`src/rtl/vram_arbiter.sv`:
```
// Single-port video RAM arbiter: display fetch owns its slots,
// CPU and draw engine share the remaining cycles round-robin.
module vram_arbiter #(
    parameter int AW       = 17,
    parameter int DW       = 16,
    parameter int H_ACTIVE = 640,
    parameter int V_ACTIVE = 480,
    parameter int WPL      = H_ACTIVE / 4
) (
    input  logic          ckVideo,
    input  logic          rst,
    input  logic [9:0]    adrHor,
    input  logic [9:0]    adrVer,
    output logic [DW-1:0] dispWord,
    output logic          dispValid,
    input  logic          cpuReq,
    input  logic          cpuWe,
    input  logic [AW-1:0] cpuAdr,
    input  logic [DW-1:0] cpuWdata,
    output logic          cpuGnt,
    output logic [DW-1:0] cpuRdata,
    output logic          cpuRvalid,
    input  logic          drwReq,
    input  logic [AW-1:0] drwAdr,
    input  logic [DW-1:0] drwWdata,
    output logic          drwGnt,
    output logic [AW-1:0] ramAdr,
    output logic          ramWe,
    output logic [DW-1:0] ramWdata,
    input  logic [DW-1:0] ramRdata
);

    typedef enum logic [1:0] {
        TAG_NONE,
        TAG_DISP,
        TAG_CPU
    } tag_t;

    localparam logic [9:0] H_LIM = 10'(H_ACTIVE);
    localparam logic [9:0] V_LIM = 10'(V_ACTIVE);

    logic          disp_slot;
    logic [AW-1:0] disp_adr;
    logic          cpu_elig;
    logic          drw_elig;
    logic          pick_cpu;
    logic          pick_drw;
    logic          last_gnt;
    tag_t          tag_cmd;
    tag_t          tag_ret;

    assign disp_slot = (adrHor < H_LIM) && (adrVer < V_LIM)
                    && (adrHor[1:0] == 2'b00);
    assign disp_adr  = AW'(adrVer) * AW'(WPL) + AW'(adrHor[9:2]);

    // A requester whose grant is on the bus right now may be dropping
    // its request; skipping it this cycle avoids a double grant.
    assign cpu_elig = cpuReq && !cpuGnt;
    assign drw_elig = drwReq && !drwGnt;

    // last_gnt: 0 = CPU won last, 1 = draw engine won last
    assign pick_cpu = !disp_slot && cpu_elig && (!drw_elig || last_gnt);
    assign pick_drw = !disp_slot && drw_elig && (!cpu_elig || !last_gnt);

    always_ff @(posedge ckVideo) begin
        if (rst) begin
            ramAdr   <= '0;
            ramWe    <= 1'b0;
            ramWdata <= '0;
            cpuGnt   <= 1'b0;
            drwGnt   <= 1'b0;
            last_gnt <= 1'b1;
            tag_cmd  <= TAG_NONE;
            tag_ret  <= TAG_NONE;
        end else begin
            cpuGnt  <= pick_cpu;
            drwGnt  <= pick_drw;
            tag_ret <= tag_cmd;
            if (disp_slot) begin
                ramAdr  <= disp_adr;
                ramWe   <= 1'b0;
                tag_cmd <= TAG_DISP;
            end else if (pick_cpu) begin
                ramAdr   <= cpuAdr;
                ramWe    <= cpuWe;
                ramWdata <= cpuWdata;
                tag_cmd  <= cpuWe ? TAG_NONE : TAG_CPU;
                last_gnt <= 1'b0;
            end else if (pick_drw) begin
                ramAdr   <= drwAdr;
                ramWe    <= 1'b1;
                ramWdata <= drwWdata;
                tag_cmd  <= TAG_NONE;
                last_gnt <= 1'b1;
            end else begin
                ramWe   <= 1'b0;
                tag_cmd <= TAG_NONE;
            end
        end
    end

    // Valids are masked while reset is held so no stale read leaks out.
    assign dispWord  = ramRdata;
    assign cpuRdata  = ramRdata;
    assign dispValid = !rst && (tag_ret == TAG_DISP);
    assign cpuRvalid = !rst && (tag_ret == TAG_CPU);

endmodule

```
`config.mk`:
```
export PLATFORM = sky130hd
export DESIGN_NAME = vram_arbiter
export DESIGN_NICKNAME = d
export VERILOG_FILES = /design/src/rtl/vram_arbiter.sv
export SDC_FILE = /design/constraint.sdc
export NUM_CORES = 1
export LEC_CHECK = 0
export BUFFER_PORTS_ARGS = -buffer_cell sky130_fd_sc_hd__buf_2
export CAP_MARGIN = 5
export CORE_MARGIN = 10
export CORE_UTILIZATION = 35
export CTS_BUF_LIST = sky130_fd_sc_hd__clkbuf_8 sky130_fd_sc_hd__clkbuf_16
export DETAILED_ROUTE_END_ITERATION = 16
export GPL_ROUTABILITY_DRIVEN = 1
export HOLD_SLACK_MARGIN = 0.1
export PLACE_DENSITY = 0.68
export SLEW_MARGIN = 20
export SYNTH_ARGS = -nofsm -noshare
export SYNTH_HDL_FRONTEND = slang
export SYNTH_SLANG_ARGS = --single-unit
```
`constraint.sdc`:
```
create_clock -name ckVideo -period 2.5 [get_ports ckVideo]
set_input_delay 0.125 -clock ckVideo [delete_from_list [all_inputs] [get_ports ckVideo]]
set_output_delay 0.125 -clock ckVideo [all_outputs]
set_load 0.05 [all_outputs]
```
Yosys cells after proc, flatten, opt, wreduce, memory -nomap -nowiden

Cells that the tools add are included.

$mul: 1
Multiplexer cells: 12
Order comparisons: 2
Add/sub/neg operators: 1
Bitwise operators: 2
Equal/unequal tests: 2
Reductions and logical operators: 25

Operators by type and width:

| cell                                                                          | count |
|---|---|
| 17-bit two-way mux                                                            | 3 |
| 16-bit two-way mux                                                            | 2 |
| 17-bit by 8-bit adder with 17-bit output                                      | 1 |
| 10-bit by 3-bit multiplier with 12-bit output, second input constant          | 1 |
| 1-bit logical AND                                                             | 10 |
| 10-bit less-than comparator, second input constant                            | 1 |
| 10-bit by 9-bit less-than comparator with 1-bit output, second input constant | 1 |
| 1-bit logical NOT                                                             | 7 |
| 1-bit two-way mux                                                             | 6 |
| 3-bit nonzero test                                                            | 1 |
| 3-bit OR reduction                                                            | 1 |
| 2-bit by 1-bit == test with 1-bit output, second input constant               | 1 |
| 2-bit == test, second input constant                                          | 1 |
| 2-bit logical NOT                                                             | 1 |
| 1-bit logical OR                                                              | 2 |
| 2-bit two-way mux                                                             | 1 |
| 1-bit NOT                                                                     | 2 |
| 2-bit AND reduction                                                           | 1 |
| 2-bit nonzero test                                                            | 1 |
| 2-bit OR reduction                                                            | 1 |

Word-level logic and storage cells: 54
Input port bits: 107
Output and inout port bits: 70
Register bits: 41

Logic depth before layout (Yosys ltp)

Depth in word-level cells: 9
Mapped depth: 9

Worst setup path after synthesis

Ideal clock, no wire load.

Kind: input to register
Start point: input port adrVer[1]
End point: register ramAdr[16]
Path slack: 0.218 ns
Data arrival time: 2.193 ns
Data required time: 2.412 ns
Setup time: 0.088 ns
Buffers on the path: 0
Cell stages on the path: 9
Path through: ha_1 -> ha_1 -> fa_1 -> xor2_1 -> nand2_1 -> nor3_2 -> and4_4 -> nand4_1 -> a311oi_2

Cells in the longest elaborated chain, start to end: 8

RTL lines:

| item                                                                             | RTL line | RTL |
|---|---|---|
| start, declared                                                                  | 13       | `input logic [9:0] adrVer,` |
| branches (longest 8 deep; another with 17-bit by 8-bit adder with 17-bit output) | --       |  |
| end signal, assigned                                                             | 80       | `ramAdr <= disp_adr;` |
| end signal, assigned                                                             | 84       | `ramAdr <= cpuAdr;` |
| end signal, assigned                                                             | 90       | `ramAdr <= drwAdr;` |
| end, declared                                                                    | 27       | `output logic [AW-1:0] ramAdr,` |

Several ways; the timed one is not identified.
A chain may end at the register's enable or synchronous reset.

Final worst setup path

Start point: register drwGnt
End point: register ramWdata[9]

Cells in the longest elaborated chain, start to end: 7

RTL lines:

| item                          | RTL line | RTL |
|---|---|---|
| start, declared               | 26       | `output logic drwGnt,` |
| start signal, assigned        | 77       | `drwGnt <= pick_drw;` |
| 1-bit logical NOT (*)         | 59       | `assign drw_elig = drwReq && !drwGnt;` |
| 1-bit logical AND (*)         | 59       |  |
| 1-bit logical NOT             | 62       | `assign pick_cpu = !disp_slot && cpu_elig && (!drw_elig \|\| last_gnt);` |
| 1-bit logical OR              | 62       |  |
| 1-bit logical AND             | 62       |  |
| 2-bit nonzero test (no line)  | --       |  |
| 2-bit AND reduction (no line) | --       |  |
| end signal, assigned          | 86       | `ramWdata <= cpuWdata;` |
| end signal, assigned          | 92       | `ramWdata <= drwWdata;` |
| end, declared                 | 29       | `output logic [DW-1:0] ramWdata,` |

Every way passes the cells marked *; elsewhere a longest branch is shown, timed or not.

==> flow_summary_export.csv <==
group,metric,value,unit
timing,setup_viol,0,
setup_path,critPathTopFamily,"buffers and inverters",
place,dp_hpwl,6814,µm
setup_path,r2r_end,"ramWdata[9]$_SDFFE_PP0P_",
clock_network,cts_buffer_depth,2,
cells_and_area,drive_gt1_frac,0.3355,
global_routing,met1_usage,0.1665,
clock_network,clk_pin_slew,90,ps
global_routing,grt_pass1_vias,2851,
timing,worst_slew_pin_slew,643.9,ps
clock_network,numCtsBuffers,5,
setup_path,required,2740,ps
synth,ys_seq_elements,41,
setup_path,worstRegToRegCells,7,
synth,ys_seq_area_frac,0.2895,
setup_path,slowest_stage,"dlygate4sd3_1",
cells_and_area,syn_to_final_growth,32.04,%
setup_path,cp-start-kind,"flip-flop",
timing,max_slew_margin,0.5707,
synth,async_flop_share,0,
setup_path,crit_type,"reg -> reg",
timing,slew_viol_final,0,
timing,finalClockSkew,10.40,ps
synth,synth_cells,350,
synth,syn_area,2835,µm²
clock_network,htreeDepth,2,
timing,final_hold_viol_count,0,
global_routing,grt_usage,0.1385,
synth,synth-edff-count,0,
floorplan,die_area,12100,µm²
clock_network,cts_tree,"yes",
pwr,ir_drop,0.0003468,V
synth,synth.avg_cell_area,8.101,µm²
synth,syn_nets,478,
routing,drt_first_pass_iters,4,
timing,fin_crit_sh,0.8992,
global_routing,grt_use_met2,0.2320,
setup_path,endpoint_kind,"flip-flop",
floorplan,num_rows,32,
cells_and_area,n_antenna_cell,0,
setup_path,path_buf_inv,2,
routing,drcViolationCount,0,
setup_path,ff2ff_setup_slack,250,ps
timing,final.setup.tns,0,ps
run,drv_cap,0,
place,place_congestion,0.8901,
clock_network,insertion_delay,300,ps
floorplan,start_util,0.3631,
hold_path,hold_class,"in -> reg",
setup_path,crit_cells,7,
setup_path,arrival,2490,ps
synth,ys_warn_count,0,
setup_path,slowest_delay,590,ps
routing,vias,2869,
synth,synth_ff_type,"dfxtp_1",
clock_network,cts_sinks,41,
timing,grt_setup_unrepaired,"no",
setup_path,crit_chain,"nand2b_1 > o21a_1 > buf_4 > nand2_2 > nand2_1 > a311oi_1 > dlygate4sd3_1",
timing,fmax,0.4448,GHz
synth,synth_cell_types,45,
global_routing,grt_max_degree,35,
floorplan,core,7807,µm²
pwr,totalPowerFinal,2308,µW
floorplan,die_w,110.0,µm
setup_path,worstReg2RegStart,"drwGnt$_SDFF_PP0_",
cells_and_area,fillers,754,
routing,drtIter0Drc,108,
status,status,"completed",
global_routing,grt_antenna_before_repair,0,
clock_network,cts_setup_buffers,0,
setup_path,endpoint,"ramWdata[9]$_SDFFE_PP0P_",
pwr,p_per_area,616.5,nW/µm²
timing,finalCriticalPeriod,2248,ps
pwr,p_leak,0.001798,µW
clock_network,cts-root-buf,"clkbuf_8",
routing,wl,8791,µm
place,port_buffers,128,
routing,antenna_left,0,
global_routing,grt.busiest_layer,"met2",
floorplan,die_h,110.0,µm
routing,routedWlPerCell,15.42,µm
floorplan,io_pins,177,
setup_path,crit_path_max_fanout,17,
routing,routed_via_density,5.033,
setup_path,crit_start,"drwGnt$_SDFF_PP0_",
global_routing,grt_first_pass_wirelength,13680,µm
cells_and_area,fin_nets,595,
global_routing,grt_use_met3,0.04353,
global_routing,overflow,0,
[synthesized netlist by cell type (2+ instances only)]
cell type  count  share of area
dfxtp_1       41           0.29
xnor2_1        5          0.015
mux2i_1       17          0.060
o2111ai_1      2         0.0062
nor3_1        11          0.019
o21a_1         2         0.0053
nand2_1       18          0.024
xor2_1         6          0.019
a311oi_1      10          0.031
inv_1          5         0.0066
o22ai_1        6          0.013
nand2b_1       2         0.0044
nor3b_1        6          0.016
ha_1          19          0.084
nand4_1        3         0.0066
fa_1           2          0.014
o21ai_1        5         0.0088
nor2b_1        5          0.011
o21ai_0        3         0.0053
buf_2          4         0.0071
buf_4         32          0.085
a21oi_1       23          0.041
nand3_1       14          0.025
nor2_1        59          0.078
clkbuf_1      15          0.020
a211oi_1      16          0.042
[worst min-delay path, stage by stage]
cell      delay, ps
buf_2            90
nand3_1          60
a311oi_1         80
[worst min path at each step]
stage	cells past startpoint	endpoint	startpoint
3_5_place_dp	0	cpuRdata[9]	ramRdata[9]
4_1_cts	3	ramWdata[10]$_SDFFE_PP0P_	cpuWdata[10]
5_1_grt	3	ramWdata[10]$_SDFFE_PP0P_	cpuWdata[10]
2_1_floorplan	1	tag_cmd[1]$_SDFF_PP0_	cpuWe
3_3_place_gp	0	cpuRdata[9]	ramRdata[9]
6_report	3	ramWdata[11]$_SDFFE_PP0P_	cpuWdata[11]
[flip-flops by register name, summed over array words and instances, names as in the netlist]
register,cells
drwGnt,1
cpuGnt,1
tag_cmd,2
last_gnt,1
ramAdr,17
tag_ret,2
ramWe,1
ramWdata,16
[repair_timing]
item                       CTS  global route
hold endpoints to repair    18             0
gates resized for setup      0             2
setup endpoints to repair    0             6
hold buffers                24             0
[power by group]
part	leakage (µW)	internal (µW)	switching, µW
sequential	0.000340	719	32.7
clock	0.0000687	402	248
combinational	0.00139	346	562
total	0.00180	1470	842
[metal layers]
metal	vias up	part of all wire
met5	-	0
met2	121	0.46
met3	7	0.11
met4	0	0.0077
met1	1289	0.43
li1	1452	-
[cells in the final DEF, fill, tap and decap left out, drive strengths merged, types with 2 or more instances in the layout]
| master | n |
|---|---|
| inv | 6 |
| nor3b | 6 |
| dfxtp | 41 |
| o2111ai | 2 |
| dlygate4sd3 | 24 |
| nor2b | 5 |
| bufinv | 2 |
| mux2i | 17 |
| nand3 | 14 |
| o21ai | 8 |
| a21oi | 23 |
| o21ba | 2 |
| or3b | 2 |
| nor2 | 60 |
| fa | 2 |
| nand2 | 18 |
| clkbuf | 5 |
| nand2b | 2 |
| a211oi | 18 |
| xnor2 | 5 |
| o21a | 2 |
| nand4 | 3 |
| nor3 | 12 |
| ha | 19 |
| o22ai | 6 |
| xor2 | 6 |
| buf | 138 |
| a311oi | 11 |
[layout make-up]
class                      count  area [µm²]  area share
timing repair buffer         162       955.9      0.2553
sequential                    41       820.8      0.2193
tap                          102       127.6     0.03409
clock inverter                 3       68.82     0.01838
clock buffer                   5       68.82     0.01838
multi-input combinational    252        1683      0.4495
inverter                       5       18.77    0.005013
[metrics by stage]
step	hold WS (ps)	utilization	area, µm²	setup WS [ps]	cells
2_1_floorplan	196.6	-	2835	218.4	350
3_3_place_gp	250.5	0.4306	3362	41.61	538
3_5_place_dp	250.5	0.4306	3362	16.27	538
4_1_cts	100.1	0.4790	3740	140.1	570
5_1_grt	104.5	0.4795	3744	13.54	570
6_report	109.2	0.4795	3744	252.0	570
[cell families (layout without fill, tap and decap cells)]
group | Yosys count | after routing | share of synthesized area
compound gates | 76 | 76 | 0.1880
fa+ha+maj | 21 | 21 | 0.09797
buf+inv | 57 | 175 | 0.1196
mux | 17 | 17 | 0.06002
xor+xnor | 11 | 11 | 0.03398
flops | 41 | 41 | 0.2895
simple gates | 127 | 127 | 0.2109
Note: power is estimated with default switching activity, not from simulation.
